### config.mk
export PLATFORM = sky130hd
export DESIGN_NAME = stage_sequencer_flat
export DESIGN_NICKNAME = d
export VERILOG_FILES = /design/src/rtl/stage_sequencer_if.sv /design/src/rtl/stage_sequencer.sv /design/src/flat_wrapper.sv
export SDC_FILE = /design/constraint.sdc
export NUM_CORES = 1
export LEC_CHECK = 0
export ABC_AREA = 1
export CAP_MARGIN = 40
export CORE_MARGIN = 3
export CORE_UTILIZATION = 49
export DETAILED_ROUTE_END_ITERATION = 16
export GPL_ROUTABILITY_DRIVEN = 0
export GPL_TIMING_DRIVEN = 1
export HOLD_SLACK_MARGIN = 0.06
export PLACE_DENSITY_LB_ADDON = 0.08
export SYNTH_ARGS = -nofsm -noshare
export SYNTH_HDL_FRONTEND = slang
export SYNTH_SLANG_ARGS = --single-unit
### constraint.sdc
create_clock -name clock -period 3.05 [get_ports clock]
set_input_delay 0.61 -clock clock [delete_from_list [all_inputs] [get_ports clock]]
set_output_delay 0.61 -clock clock [all_outputs]
set_load 0.1 [all_outputs]
### src/rtl/stage_sequencer_if.sv
// Stage handshake bundle between the sequencer (master) and the datapath stages (slave).
interface stage_sequencer_if #(
    parameter int NUM_STAGES = 5,
    parameter int PC_WIDTH   = 4
);
    logic [NUM_STAGES-1:0] stage_en;
    logic [NUM_STAGES-1:0] stage_done;
    logic                  branch_valid;
    logic [PC_WIDTH-1:0]   branch_target;

    modport master (
        output stage_en,
        input  stage_done,
        input  branch_valid,
        input  branch_target
    );

    modport slave (
        input  stage_en,
        output stage_done,
        output branch_valid,
        output branch_target
    );
endinterface

### src/rtl/stage_sequencer.sv
// Multicycle stage controller: one-hot stage enables, PC/retire count, branch-at-retire, endProgram.
// Optional per-stage watchdog is enabled with the STAGE_TIMEOUT_EN macro.
//
// state  | meaning
// S_IDLE | after start, waiting for run
// S_RUN  | stepping through stages, stage_en = 1 << idx
// S_DONE | MAX_INSTR retired or stage timed out; frozen until start
module stage_sequencer #(
    parameter int NUM_STAGES     = 5,
    parameter int PC_WIDTH       = 4,
    parameter int MAX_INSTR      = 16,
    parameter int TIMEOUT_CYCLES = 15
) (
    input  logic                clock,
    input  logic                start,
    input  logic                run,
    stage_sequencer_if.master   bus,
    output logic [PC_WIDTH-1:0] pc,
    output logic [15:0]         instr_count,
    output logic                busy,
    output logic                endProgram,
    output logic                timeout_err
);
    localparam int              IDX_W    = $clog2(NUM_STAGES);
    localparam logic [IDX_W-1:0] LAST_IDX = IDX_W'(NUM_STAGES - 1);

    typedef enum logic [1:0] {S_IDLE, S_RUN, S_DONE} state_t;

    state_t              state, state_nx;
    logic [IDX_W-1:0]    idx, idx_nx;
    logic                stage_hit, retire, last_instr, tmo;
    logic                br_pend;
    logic [PC_WIDTH-1:0] br_tgt, pc_nx;

    assign stage_hit  = (state == S_RUN) && bus.stage_done[idx];
    assign retire     = stage_hit && (idx == LAST_IDX);
    assign last_instr = (instr_count == 16'(MAX_INSTR - 1));

    // A branch seen in the retire cycle itself takes precedence over the latched one.
    assign pc_nx = bus.branch_valid ? bus.branch_target :
                   br_pend          ? br_tgt            : pc + PC_WIDTH'(1);

    assign busy         = (state == S_RUN);
    assign bus.stage_en = (state == S_RUN) ? (NUM_STAGES'(1) << idx) : '0;

`ifdef STAGE_TIMEOUT_EN
    localparam int              TMR_W    = $clog2(TIMEOUT_CYCLES + 1);
    localparam logic [TMR_W-1:0] TMR_LOAD = TMR_W'(TIMEOUT_CYCLES - 1);

    logic [TMR_W-1:0] tmr;

    assign tmo = (state == S_RUN) && !bus.stage_done[idx] && (tmr == '0);

    always_ff @(posedge clock) begin
        if (start) begin
            tmr         <= TMR_LOAD;
            timeout_err <= 1'b0;
        end else begin
            if (state != S_RUN || stage_hit)
                tmr <= TMR_LOAD;
            else if (tmr != '0)
                tmr <= tmr - TMR_W'(1);
            if (tmo)
                timeout_err <= 1'b1;
        end
    end
`else
    assign tmo         = 1'b0;
    assign timeout_err = 1'b0;
`endif

    always_comb begin
        state_nx = state;
        idx_nx   = idx;
        case (state)
            S_IDLE: begin
                if (run) begin
                    state_nx = S_RUN;
                    idx_nx   = '0;
                end
            end
            S_RUN: begin
                if (tmo) begin
                    state_nx = S_DONE;
                end else if (stage_hit) begin
                    if (idx == LAST_IDX) begin
                        idx_nx = '0;
                        if (last_instr)
                            state_nx = S_DONE;
                    end else begin
                        idx_nx = idx + IDX_W'(1);
                    end
                end
            end
            S_DONE:  state_nx = S_DONE;
            default: state_nx = S_IDLE;
        endcase
    end

    always_ff @(posedge clock) begin
        if (start) begin
            state       <= S_IDLE;
            idx         <= '0;
            pc          <= '0;
            instr_count <= '0;
            br_pend     <= 1'b0;
            br_tgt      <= '0;
            endProgram  <= 1'b0;
        end else begin
            state <= state_nx;
            idx   <= idx_nx;
            if (retire) begin
                pc          <= pc_nx;
                instr_count <= instr_count + 16'd1;
                br_pend     <= 1'b0;
            end else if (state == S_RUN && bus.branch_valid) begin
                br_pend <= 1'b1;
                br_tgt  <= bus.branch_target;
            end
            if (state == S_RUN && state_nx == S_DONE)
                endProgram <= 1'b1;
        end
    end
endmodule

### src/flat_wrapper.sv
// flat-port wrapper written by rule: the top's interface ports become plain ports
module stage_sequencer_flat 
#(
    parameter int NUM_STAGES     = 5,
    parameter int PC_WIDTH       = 4,
    parameter int MAX_INSTR      = 16,
    parameter int TIMEOUT_CYCLES = 15
)
  (clock, start, run, pc, instr_count, busy, endProgram, timeout_err, bus_stage_en, bus_stage_done, bus_branch_valid, bus_branch_target);
  stage_sequencer_if #(.NUM_STAGES(NUM_STAGES), .PC_WIDTH(PC_WIDTH)) bus_i ();
  input  logic clock;
  input  logic start;
  input  logic run;
  output logic [PC_WIDTH-1:0] pc;
  output logic [15:0] instr_count;
  output logic busy;
  output logic endProgram;
  output logic timeout_err;
  output wire logic [$bits(bus_i.stage_en)-1:0] bus_stage_en;
  input wire logic [$bits(bus_i.stage_done)-1:0] bus_stage_done;
  input wire logic [$bits(bus_i.branch_valid)-1:0] bus_branch_valid;
  input wire logic [$bits(bus_i.branch_target)-1:0] bus_branch_target;
  assign bus_stage_en = bus_i.stage_en;
  assign bus_i.stage_done = bus_stage_done;
  assign bus_i.branch_valid = bus_branch_valid;
  assign bus_i.branch_target = bus_branch_target;
  stage_sequencer #(.NUM_STAGES(NUM_STAGES), .PC_WIDTH(PC_WIDTH), .MAX_INSTR(MAX_INSTR), .TIMEOUT_CYCLES(TIMEOUT_CYCLES)) u_core (.clock(clock), .start(start), .run(run), .bus(bus_i), .pc(pc), .instr_count(instr_count), .busy(busy), .endProgram(endProgram), .timeout_err(timeout_err));
endmodule
**Yosys cells after proc, flatten, opt, wreduce, memory -nomap -nowiden**

Cells that the tools add are included.

- Register bits after elaboration: 31

- Add/sub/neg operators: 3
- Magnitude comparators: 1
- Eq/ne operators: 7
- Shifts and indexed selects: 1
- Multiplexer cells: 14
- Bitwise gates (word level): 1
- Reductions and logical operators: 9

Operators by type and width:

| kind | number |
|---|---|
| adder 16 x 1 -> 16 bit, second input constant | 1 |
| == test 16 x 4 -> 1 bit, second input constant | 1 |
| 2-to-1 mux 3 bit | 3 |
| 2-to-1 mux 2 bit | 4 |
| 2-to-1 mux 4 bit | 2 |
| case mux 2 bit (3 select lines) | 1 |
| case mux 3 bit (2 select lines) | 1 |
| 2-to-1 mux 5 bit | 1 |
| << shifter 1 x 3 -> 5 bit, first input constant | 1 |
| adder 4 x 1 -> 4 bit, second input constant | 1 |
| == test 2 bit, second input constant | 2 |
| logical AND 1 bit | 4 |
| < comparator 3 x 4 -> 1 bit, second input constant | 1 |
| adder 3 x 1 -> 3 bit, second input constant | 1 |
| binary-select mux 1 bit (select 3 bit) | 1 |
| == test 3 bit, second input constant | 1 |
| AND reduction 3 bit | 1 |
| == test 2 x 1 -> 1 bit, second input constant | 1 |
| logical NOT 2 bit | 1 |
| inequality test 2 x 1 -> 1 bit, second input constant | 1 |
| inequality test 2 bit, second input constant | 1 |
| AND reduction 2 bit | 1 |
| nonzero test 2 bit | 1 |
| OR reduction 2 bit | 1 |
| 2 further kinds | 2 |

**Logic depth before layout (Yosys ltp)**

Gate-level depths: netlist of run 1.

- Depth after elaboration: 7
- Mapped depth: 11

**Worst setup path after synthesis of run 1**

No wires, ideal clock.

- Path kind: register to output
- Start point: register u_core.state[0]
- End point: output port bus_stage_en[0]
- Arrival time: 2.482 ns
- Data required time: 2.440 ns
- Setup slack: -0.042 ns
- Cell stages (with the launch flop): 5
- Path buffers: 0
- Path through: dfxtp_1 -> inv_1 -> nor2_4 -> inv_1 -> nor2_1

- Longest elaborated chain between the ends: 2

RTL lines:

| what | RTL line | source |
|---|---|---|
| from (decl) | stage_sequencer.sv:29 | `state_t state, state_nx;` |
| from (signal assigned) | stage_sequencer.sv:110 | `state <= state_nx;` |
| == test 2 x 1 -> 1 bit | - |  |
| net busy | flat_wrapper.sv:16 | `output logic busy;` |
| 2-to-1 mux 5 bit | stage_sequencer.sv:44 | `assign bus.stage_en = (state == S_RUN) ? (NUM_STAGES'(1) << idx) : '0;` |
| to (decl) | flat_wrapper.sv:19 | `output wire logic [$bits(bus_i.stage_en)-1:0] bus_stage_en;` |

The timed path passes the listed nets, and every way through them passes these cells.

**Worst setup path after layout of run 1**

- Start point: register u_core.idx[0]
- End point: output port bus_stage_en[4]

- Longest elaborated chain between the ends: 2

RTL lines:

| what | RTL line | source |
|---|---|---|
| from (decl) | stage_sequencer.sv:30 | `logic [IDX_W-1:0] idx, idx_nx;` |
| from (signal assigned) | stage_sequencer.sv:111 | `idx <= idx_nx;` |
| << shifter 1 x 3 -> 5 bit | stage_sequencer.sv:44 |  |
| 2-to-1 mux 5 bit | stage_sequencer.sv:44 |  |

No other way between the ends.

==> flow_summary.yaml, run 1 <==
floorplan:
  fp.coreArea_sq_um: 3420
  die_w_microns: 66.2
  start_util: 0.520
  num_rows: 21
  dieArea_sq_um: 4380
  ioPinCount: 41
  die_y_microns: 66.2
drt:
  drt_iter0_drc: 126
  wl_per_cell_microns: 11.7
  via_per_inst: 4.96
  drt-total-wl_mm: 4.16
  detailroute.via_count: 1770
  drt-pass1-iter-count: 4
  drtAntennaViolNets: 0
  drc: 0
worst_setup_path:
  end_kind: "output port"
  critPathMaxFanout: 7
  arrival_ps: 1600
  start_kind: "register"
  crit_required_ps: 2440
  critical_path_class: "register to output port"
min_path:
  hold_path_class: "register to register"
sta:
  hold_viol_final: 0
  post-route-period-util: 0.723
  max_freq_ghz: 0.453
  period_minus_slack_ps: 2210
  fin_setup_tns_ps: 0
  setup_ws_ps: 844
  skew_ps: 10.3
  maxSlewViolCount: 0
  worst-slew-pin-transition_ps: 511
  finalSetupViolCount: 0
  slew_headroom: 0.659
  rsz0062_at_grt: "no"
power_and_ir_drop:
  power_uw: 829
  ir_drop_v: 0.000276
  p_leak_uw: 0.000892
  cellPowerDensity_nw_per_um2: 382
finish:
  fin_nets: 330
  final_area_sq_um: 2170
  n_antenna_cell: 0
  area_growth_syn_to_layout_pct: 22.3
  final_layout_size_suffix_gt1_frac: 0.141
synthesis:
  yosysSeqAreaShare: 0.350
  yosys.area.top_type_share: 0.350
  ys_types: 27
  synth_area_leader_cell: "dfxtp_1"
  synth_warnings: 0
  synth_area_leaders: "dfxtp_1 (35%), nand2_1 (15%), nor2_1 (9.3%)"
  netlist_instances: 269
  ys_ff_latch: 31
  synth_fp_nets: 289
  syn_avg_cell_area_sq_um: 6.60
  synth_area_sq_um: 1780
cts:
  cts_resized: 0
  clkTransAtPathRegs_ps: 100
  tritoncts: "built"
  cts_sinks: 31
  cts_setup_buffers: 0
  ctsHoldBuffers: 0
  cts_inserted_buffers: 5
  root_buffer: "clkbuf_4"
  htreeDepth: 2
  ctsLongestPathBuffers: 2
  clkLatencyLatePin_ps: 330
global_route:
  grt_usage: 0.208
  grt_max_degree: 21
  grt_pass1_wl_mm: 7.13
  first_global_vias: 1593
  antenna_found_initial: 0
  overflow: 0
placement:
  hpwl_mm: 3.11
  placement.cell_area_sq_um: 2120
  portBuffers: 39
  post-place-ws_ps: 950
outcome:
  outcome: "finished, final reports clean"
run:
  drv_cap: 0
==> final timing paths <==
kind	slack (ps)	start	cells past startpoint	end
setup reg to reg	1200	u_core.idx[0]$_SDFFE_PP0P_	11	u_core.instr_count[8]$_SDFFE_PP0P_
setup / recovery	840	u_core.idx[0]$_SDFFE_PP0P_	5	bus_stage_en[4]
hold / removal	460	u_core.endProgram$_SDFFE_PP0P_	2	u_core.endProgram$_SDFFE_PP0P_
hold reg to reg	460	u_core.endProgram$_SDFFE_PP0P_	2	u_core.endProgram$_SDFFE_PP0P_
==> state kept, by name (all words and copies together), names as in the netlist <==
signal	flops
u_core.instr_count	16
u_core.idx	3
u_core.state	2
u_core.br_tgt	4
u_core.endProgram	1
u_core.pc	4
u_core.br_pend	1
==> cell families after synthesis <==
logic type,Yosys count,synth area share
other,1,0.00211
xor gates and xnor gates,8,0.0395
AOI/OAI and AO/OA,39,0.118
and+or+nand+nor,150,0.359
DFF,31,0.350
buffers and inverters,33,0.0824
adders and majority gates,7,0.0493
==> routing by layer <==
metal | track usage | routed length, microns
met5 | 0 | 0
met4 | 0.0584 | 18
met3 | 0.0527 | 222
met2 | 0.305 | 1770
met1 | 0.299 | 2150
==> critical path, cell delays in order, from the launching register on <==
cell	delay, ps
dfxtp_1	390
inv_1	170
ha_1	190
nand2_1	70
nor2_1	130
buf_4	310
==> cell usage after synthesis (all sizes together) <==
master,count
xnor2,1
inv,25
nor3,8
ha,7
o211a,1
o211ai,2
nand2,70
a21boi,1
o21ai,12
nand3,18
clkbuf,3
nand4,5
conb,1
a31oi,1
clkinv,1
buf,4
a21oi,22
xor2,7
nor2,49
dfxtp,31
==> power breakdown <==
| part | internal, uW | switching, uW | leakage [uW] | total, uW |
|---|---|---|---|---|
| registers | 417 | 13.2 | 0.000251 | 430 |
| clock network | 89.8 | 137 | 0.0000293 | 227 |
| logic | 52.7 | 119 | 0.000611 | 171 |
| total | 560 | 269 | 0.000892 | 829 |
==> placed cells by master, fill, tap and decap left out, types with 5 or more instances in the layout <==
| cell | Yosys | layout |
|---|---|---|
| nand2_1 | 69 | 69 |
| nor2_1 | 44 | 44 |
| dfxtp_1 | 31 | 31 |
| buf_4 | 2 | 29 |
| inv_1 | 24 | 24 |
| a21oi_1 | 22 | 22 |
| nand3_1 | 17 | 17 |
| o21ai_0 | 12 | 12 |
| clkdlybuf4s50_1 | 0 | 12 |
| xor2_1 | 7 | 7 |
| nor3_1 | 7 | 7 |
| ha_1 | 7 | 7 |
| nand4_1 | 5 | 5 |
| clkbuf_4 | 0 | 5 |
==> stage by stage <==
stage | hold WS [ps] | std cells | utilization
6_report | 461 | 357 | 0.636
5_1_grt | 501 | 357 | 0.636
4_1_cts | 466 | 357 | 0.636
3_5_place_dp | 452 | 349 | 0.621
3_3_place_gp | 439 | 349 | 0.621
2_1_floorplan | 455 | 269 | -
==> area by class of cell <==
type | instances | area, sq um
Tap cell | 46 | 57.6
Clock inverter | 1 | 5.00
Inverter | 26 | 97.6
Multi-Input combinational cell | 205 | 1010
Sequential cell | 31 | 621
Fill cell | 334 | 1240
Clock buffer | 7 | 45.0
Timing Repair Buffer | 41 | 338
Power figures use the tool's default switching activity.
==> inputs of run 2 (changes only) <==
--- a/config.mk
+++ b/config.mk
@@ -8,7 +8,7 @@
 export ABC_AREA = 1
 export CAP_MARGIN = 40
 export CORE_MARGIN = 3
-export CORE_UTILIZATION = 49
+export CORE_UTILIZATION = 45
 export DETAILED_ROUTE_END_ITERATION = 16
 export GPL_ROUTABILITY_DRIVEN = 0
 export GPL_TIMING_DRIVEN = 1
==> constraint.sdc (replaced) <==
create_clock -name clock -period 2 [get_ports clock]
set_input_delay 0.4 -clock clock [delete_from_list [all_inputs] [get_ports clock]]
set_output_delay 0.4 -clock clock [all_outputs]
set_load 0.1 [all_outputs]
==> run 2 against run 1 <==
Net effect: count of clock-buffer cells in the layout unchanged; die area grew 8.1%; clock skew down 1.8 ps; critical path type unchanged; sequential power increased by 52%.
==> flow_summary.yaml, run 2 (synthesis results as in run 1) <==
floorplan:
  fp.coreArea_sq_um: 3740
  dieArea_sq_um: 4730
  die_y_microns: 68.8
  die_w_microns: 68.8
  num_rows: 22
  start_util: 0.474
  ioPinCount: 41
sta:
  slew_headroom: 0.639
  finalSetupViolCount: 0
  post-route-period-util: 0.917
  period_minus_slack_ps: 1830
  hold_viol_final: 0
  max_freq_ghz: 0.545
  rsz0062_at_grt: "no"
  maxSlewViolCount: 0
  setup_ws_ps: 167
  skew_ps: 8.51
  worst-slew-pin-transition_ps: 541
power_and_ir_drop:
  cellPowerDensity_nw_per_um2: 587
  combPwrFrac: 0.218
  p_int_uw: 994
  clock_power_share: 0.330
  ir_drop_v: 0.000543
  switching_share: 0.312
  power_frac_seq: 0.451
  switching_power_uw: 452
  p_leak_uw: 0.000977
worst_setup_path:
  end_kind: "output port"
  crit_required_ps: 1600
  crit_buf_inv: 3
  slowest_delay_ps: 310
  cpMaxStageDelayCell: "dfxtp_1"
  arrival_ps: 1430
  cp_cell_sequence: "buf_4 -> ha_1 -> ha_1 -> inv_1 -> nor2_4 -> buf_12"
  critPathMaxFanout: 6
  crit_top_cell: "ha_1"
  critical_path_class: "register to output port"
  cpLargestDelayFamily: "buffers and inverters"
  start_kind: "register"
drt:
  detailroute.via_count: 1833
  drc: 0
  drt-pass1-iter-count: 4
  drt_iter0_drc: 88
  drtAntennaViolNets: 0
  drt-total-wl_mm: 4.27
  wl_per_cell_microns: 11.7
  via_per_inst: 5.01
cts:
  cts_setup_buffers: 0
  htreeDepth: 2
  ctsHoldBuffers: 0
  clkTransAtPathRegs_ps: 60
  cts_sinks: 31
  tritoncts: "built"
  cts_inserted_buffers: 5
  ctsLongestPathBuffers: 2
  root_buffer: "clkbuf_8"
  cts_resized: 0
  clkLatencyLatePin_ps: 290
finish:
  final_cell_mix: "nand2_1 (69), nor2_1 (39), dfxtp_1 (29)"
  final_layout_size_suffix_gt1_frac: 0.182
  area_growth_syn_to_layout_pct: 38.6
  final_area_sq_um: 2460
  reg_top3: "u_core.instr_count: 16 flops, u_core.br_tgt: 4 flops, u_core.pc: 4 flops"
  largest_reg_flops: 16
  n_antenna_cell: 0
  regMostFlops: "u_core.instr_count"
  fin_nets: 337
  final_common_cell: "nand2_1"
placement:
  post-place-ws_ps: 218
  hpwl_mm: 3.35
  placement.cell_area_sq_um: 2380
  portBuffers: 39
run:
  drv_cap: 0
global_route:
  grt_usage: 0.207
  antenna_found_initial: 0
  grt_max_degree: 16
  grt_pass1_wl_mm: 7.37
  first_global_vias: 1601
  overflow: 0
outcome:
  outcome: "finished, final reports clean"
min_path:
  hold_path_class: "register to register"
[run 2: per-layer routing]
metal / part of all wire / track usage / vias to the layer above
met5: 0 / 0 / -
met4: 0.018 / 0.0827 / 0
met3: 0.049 / 0.0454 / 7
met2: 0.44 / 0.309 / 40
met1: 0.49 / 0.288 / 827
li1: - / - / 959
[run 2: power groups by stage]
stage               combinational (uW)  clock (uW)  sequential, uW
finish                             316         478             652
global route                       348         510             655
CTS                                317         488             652
detailed placement                 317           0             666
global placement                   315           0             666
floorplan                          193           0             688
[run 2: final cells by class]
cell class                 instances  area, sq um
inverter                          26         97.6
multi-input combinational        205         1050
clock inverter                     1         5.00
timing repair buffer              48          553
sequential                        31          623
fill                             357         1280
clock buffer                       7         76.3
tap                               48         60.1
[run 2: path summary, 6_finish.rpt]
check | slack (ps) | to | start | depth (start not counted)
setup reg to reg | 320 | u_core.instr_count[3]$_SDFFE_PP0P_ | u_core.idx[1]$_SDFFE_PP0P_ | 9
hold / removal | 450 | u_core.endProgram$_SDFFE_PP0P_ | u_core.endProgram$_SDFFE_PP0P_ | 2
setup / recovery | 170 | bus_stage_en[3] | u_core.idx[0]$_SDFFE_PP0P_ | 6
hold reg to reg | 450 | u_core.endProgram$_SDFFE_PP0P_ | u_core.endProgram$_SDFFE_PP0P_ | 2
[run 2: per-stage QoR]
stage	util	hold WS, ps	cells	TNS, ps	power, uW
global placement	0.636	449	358	0	981
finish	0.657	454	366	0	1450
global route	0.657	503	366	0	1510
floorplan	-	455	269	-1450	881
CTS	0.657	461	366	0	1460
detailed placement	0.636	451	358	0	983
[run 2: worst register-to-register path, delay by kind of cell, from the launching register on]
kind	cells	cell delay, ps
buffers and inverters	3	460
and+or+nand+nor	4	420
DFF	1	350
adders and majority gates	1	180
xor gates and xnor gates	1	160
==> patch (flow settings as in run 1) <==
Build with the macro `STAGE_TIMEOUT_EN` defined.
--- a/src/rtl/stage_sequencer.sv
+++ b/src/rtl/stage_sequencer.sv
@@ -5,6 +5,8 @@
 // S_IDLE | after start, waiting for run
 // S_RUN  | stepping through stages, stage_en = 1 << idx
 // S_DONE | MAX_INSTR retired or stage timed out; frozen until start
+`define STAGE_TIMEOUT_EN
+
 module stage_sequencer #(
     parameter int NUM_STAGES     = 5,
     parameter int PC_WIDTH       = 4,
Check against the original RTL: no difference found for any inputs over 10 cycles, from zero or initial values; that may be too few to reach the edited logic, so the function may still have changed.
==> patch against run 1 <==
- final area increased by 16%
- area after synthesis grew 15%
- cell count increased by 10%
- setup slack improved by 0.046 ns
- combinational power decreased by 3%
- power up 31%
- routed wire length grew 11%
- sequential cell count up 5
- largest cell class unchanged
- largest power group unchanged
==> patch: results (changes against run 1) <==
stage,metric,value,unit,change
layout,diodes,0,,unchanged
route,num_vias,1993,,+13%
clock_network,cts-buffers-inserted,5,,unchanged
layout,largest_register_ffs,16,,unchanged
place,post-place-ws,0.7001,ns,-0.2495 ns
min_path,hold_class,flip-flop to flip-flop,,
grt,grt_pass1_vias,1758,,+10%
power,power.leakage,1.055,nW,+18%
clock_network,cts_root_buf,clkbuf_8,,
setup_path,cp_max_fo,7,,unchanged
sta,skew,0.004438,ns,-0.005861 ns
clock_network,clk_latency,0.29,ns,-0.04 ns
logic_synthesis,async_flop_share,0,%,unchanged
clock_network,cts_max_level,2,,unchanged
logic_synthesis,ys_types,26,,-3.7%
logic_synthesis,synth_commonest_cells,"nand2_1 (77), inv_1 (37), dfxtp_1 (36), nor2_1 (36), a21oi_1 (25)",,
setup_path,r2r_start,u_core.idx[0],,
setup_path,cp_data_arrival_time,1.55,ns,-0.05 ns
grt,grt_max_degree,20,,-4.8%
grt,grt_pass1_wl,7803,µm,+9.4%
route,wire_per_inst,11.76,µm,+0.81%
clock_network,cts_setup_buffers,0,,unchanged
grt,antenna_found_initial,0,,unchanged
min_path,worstHoldStart,u_core.timeout_err,,
clock_network,clk_path_buf_depth,2,,unchanged
logic_synthesis,synth_fp_nets,324,,+12%
power,vdd_drop_max,0.3491,mV,+27%
outcome,status,finished clean,,
layout,drive_gt1_share,14.20,%,+0.055 points
place,io_buffers,40,,+2.6%
logic_synthesis,synthTopCellsByArea,"dfxtp_1 (35%), nand2_1 (14%), inv_1 (6.8%)",,
setup_path,critPathLaunchType,flip-flop,,
clock_network,path_clk_slew,0.07,ns,-0.03 ns
setup_path,critPathMaxStageDelay,0.39,ns,about the same
logic_synthesis,synthFlopType,dfxtp_1,,
route,drtIter0Drc,138,,+9.5%
layout,largest_register,u_core.instr_count,,
place,dp.final_hpwl,3445,µm,+11%
grt,grt_usage,19.01,%,-1.8 points
logic_synthesis,yosysWarnings,0,,unchanged
clock_network,post_cts_resized,0,,unchanged
sta,max-slew-margin-rel,68.00,%,+2.1 points
route,first_pass_iters,4,,unchanged
logic_synthesis,ys_seq_area_share,35.16,%,+0.21 points
layout,nets,366,,+11%
setup_path,cp_slowest_cell,dfxtp_1,,
-- patch: final timing paths --
check	end	slack (ns)	cells after the start
hold / removal	u_core.timeout_err	0.46	2
hold reg to reg	u_core.timeout_err	0.46	2
setup / recovery	bus_stage_en[4]	0.89	5
setup reg to reg	u_core.instr_count[14]	1.15	8
-- patch: report_power, final --
group / total (mW) / switching (mW) / internal [mW]
combinational: 0.166 / 0.114 / 0.0523
clock: 0.424 / 0.178 / 0.246
sequential: 0.496 / 0.0136 / 0.482
total: 1.09 / 0.305 / 0.780
-- patch: final cells by class --
| type | instances | area (µm²) |
|---|---|---|
| Multi-Input combinational cell | 219 | 1121 |
| Clock buffer | 5 | 68.82 |
| Fill cell | 375 | 1340 |
| Sequential cell | 36 | 720.7 |
| Timing Repair Buffer | 42 | 345.3 |
| Inverter | 40 | 151.4 |
| Clock inverter | 3 | 46.29 |
| Tap cell | 48 | 60.06 |
-- patch: critical path: cells and delay by family, from the launching register on --
family,cells,cell delay [ns]
flip-flops,1,0.39
adder cells (fa/ha/maj),1,0.17
AND/OR/NAND/NOR,2,0.26
buffers and inverters,2,0.44
-- patch: cell families (layout without fill, tap and decap cells) --
logic type	after synthesis	count (layout)	synth area share, %
adder cells (fa/ha/maj)	9	9	5.495
AND/OR/NAND/NOR	152	152	31.81
XOR/XNOR	13	13	5.556
buffers and inverters	47	90	10.13
flip-flops	36	36	35.16
AO/OA/AOI/OAI	45	45	11.84
-- patch: metal layers --
metal,up-vias,global-route usage [%],routed length (µm)
li1,1049,-,-
met1,886,27.62,2324
met2,54,28.59,1972
met3,4,3.693,283
met4,0,5.637,40
met5,-,0,0
-- patch: stage by stage --
| step | hold WS, ns | std cells | util (%) | area [µm²] |
|---|---|---|---|---|
| global route | 0.4880 | 393 | 65.23 | 2514 |
| global placement | 0.4383 | 385 | 62.24 | 2399 |
| CTS | 0.4633 | 393 | 65.23 | 2514 |
| floorplan | 0.4361 | 302 | - | 2049 |
| finish | 0.4647 | 393 | 65.23 | 2514 |
| detailed placement | 0.4501 | 385 | 62.24 | 2399 |
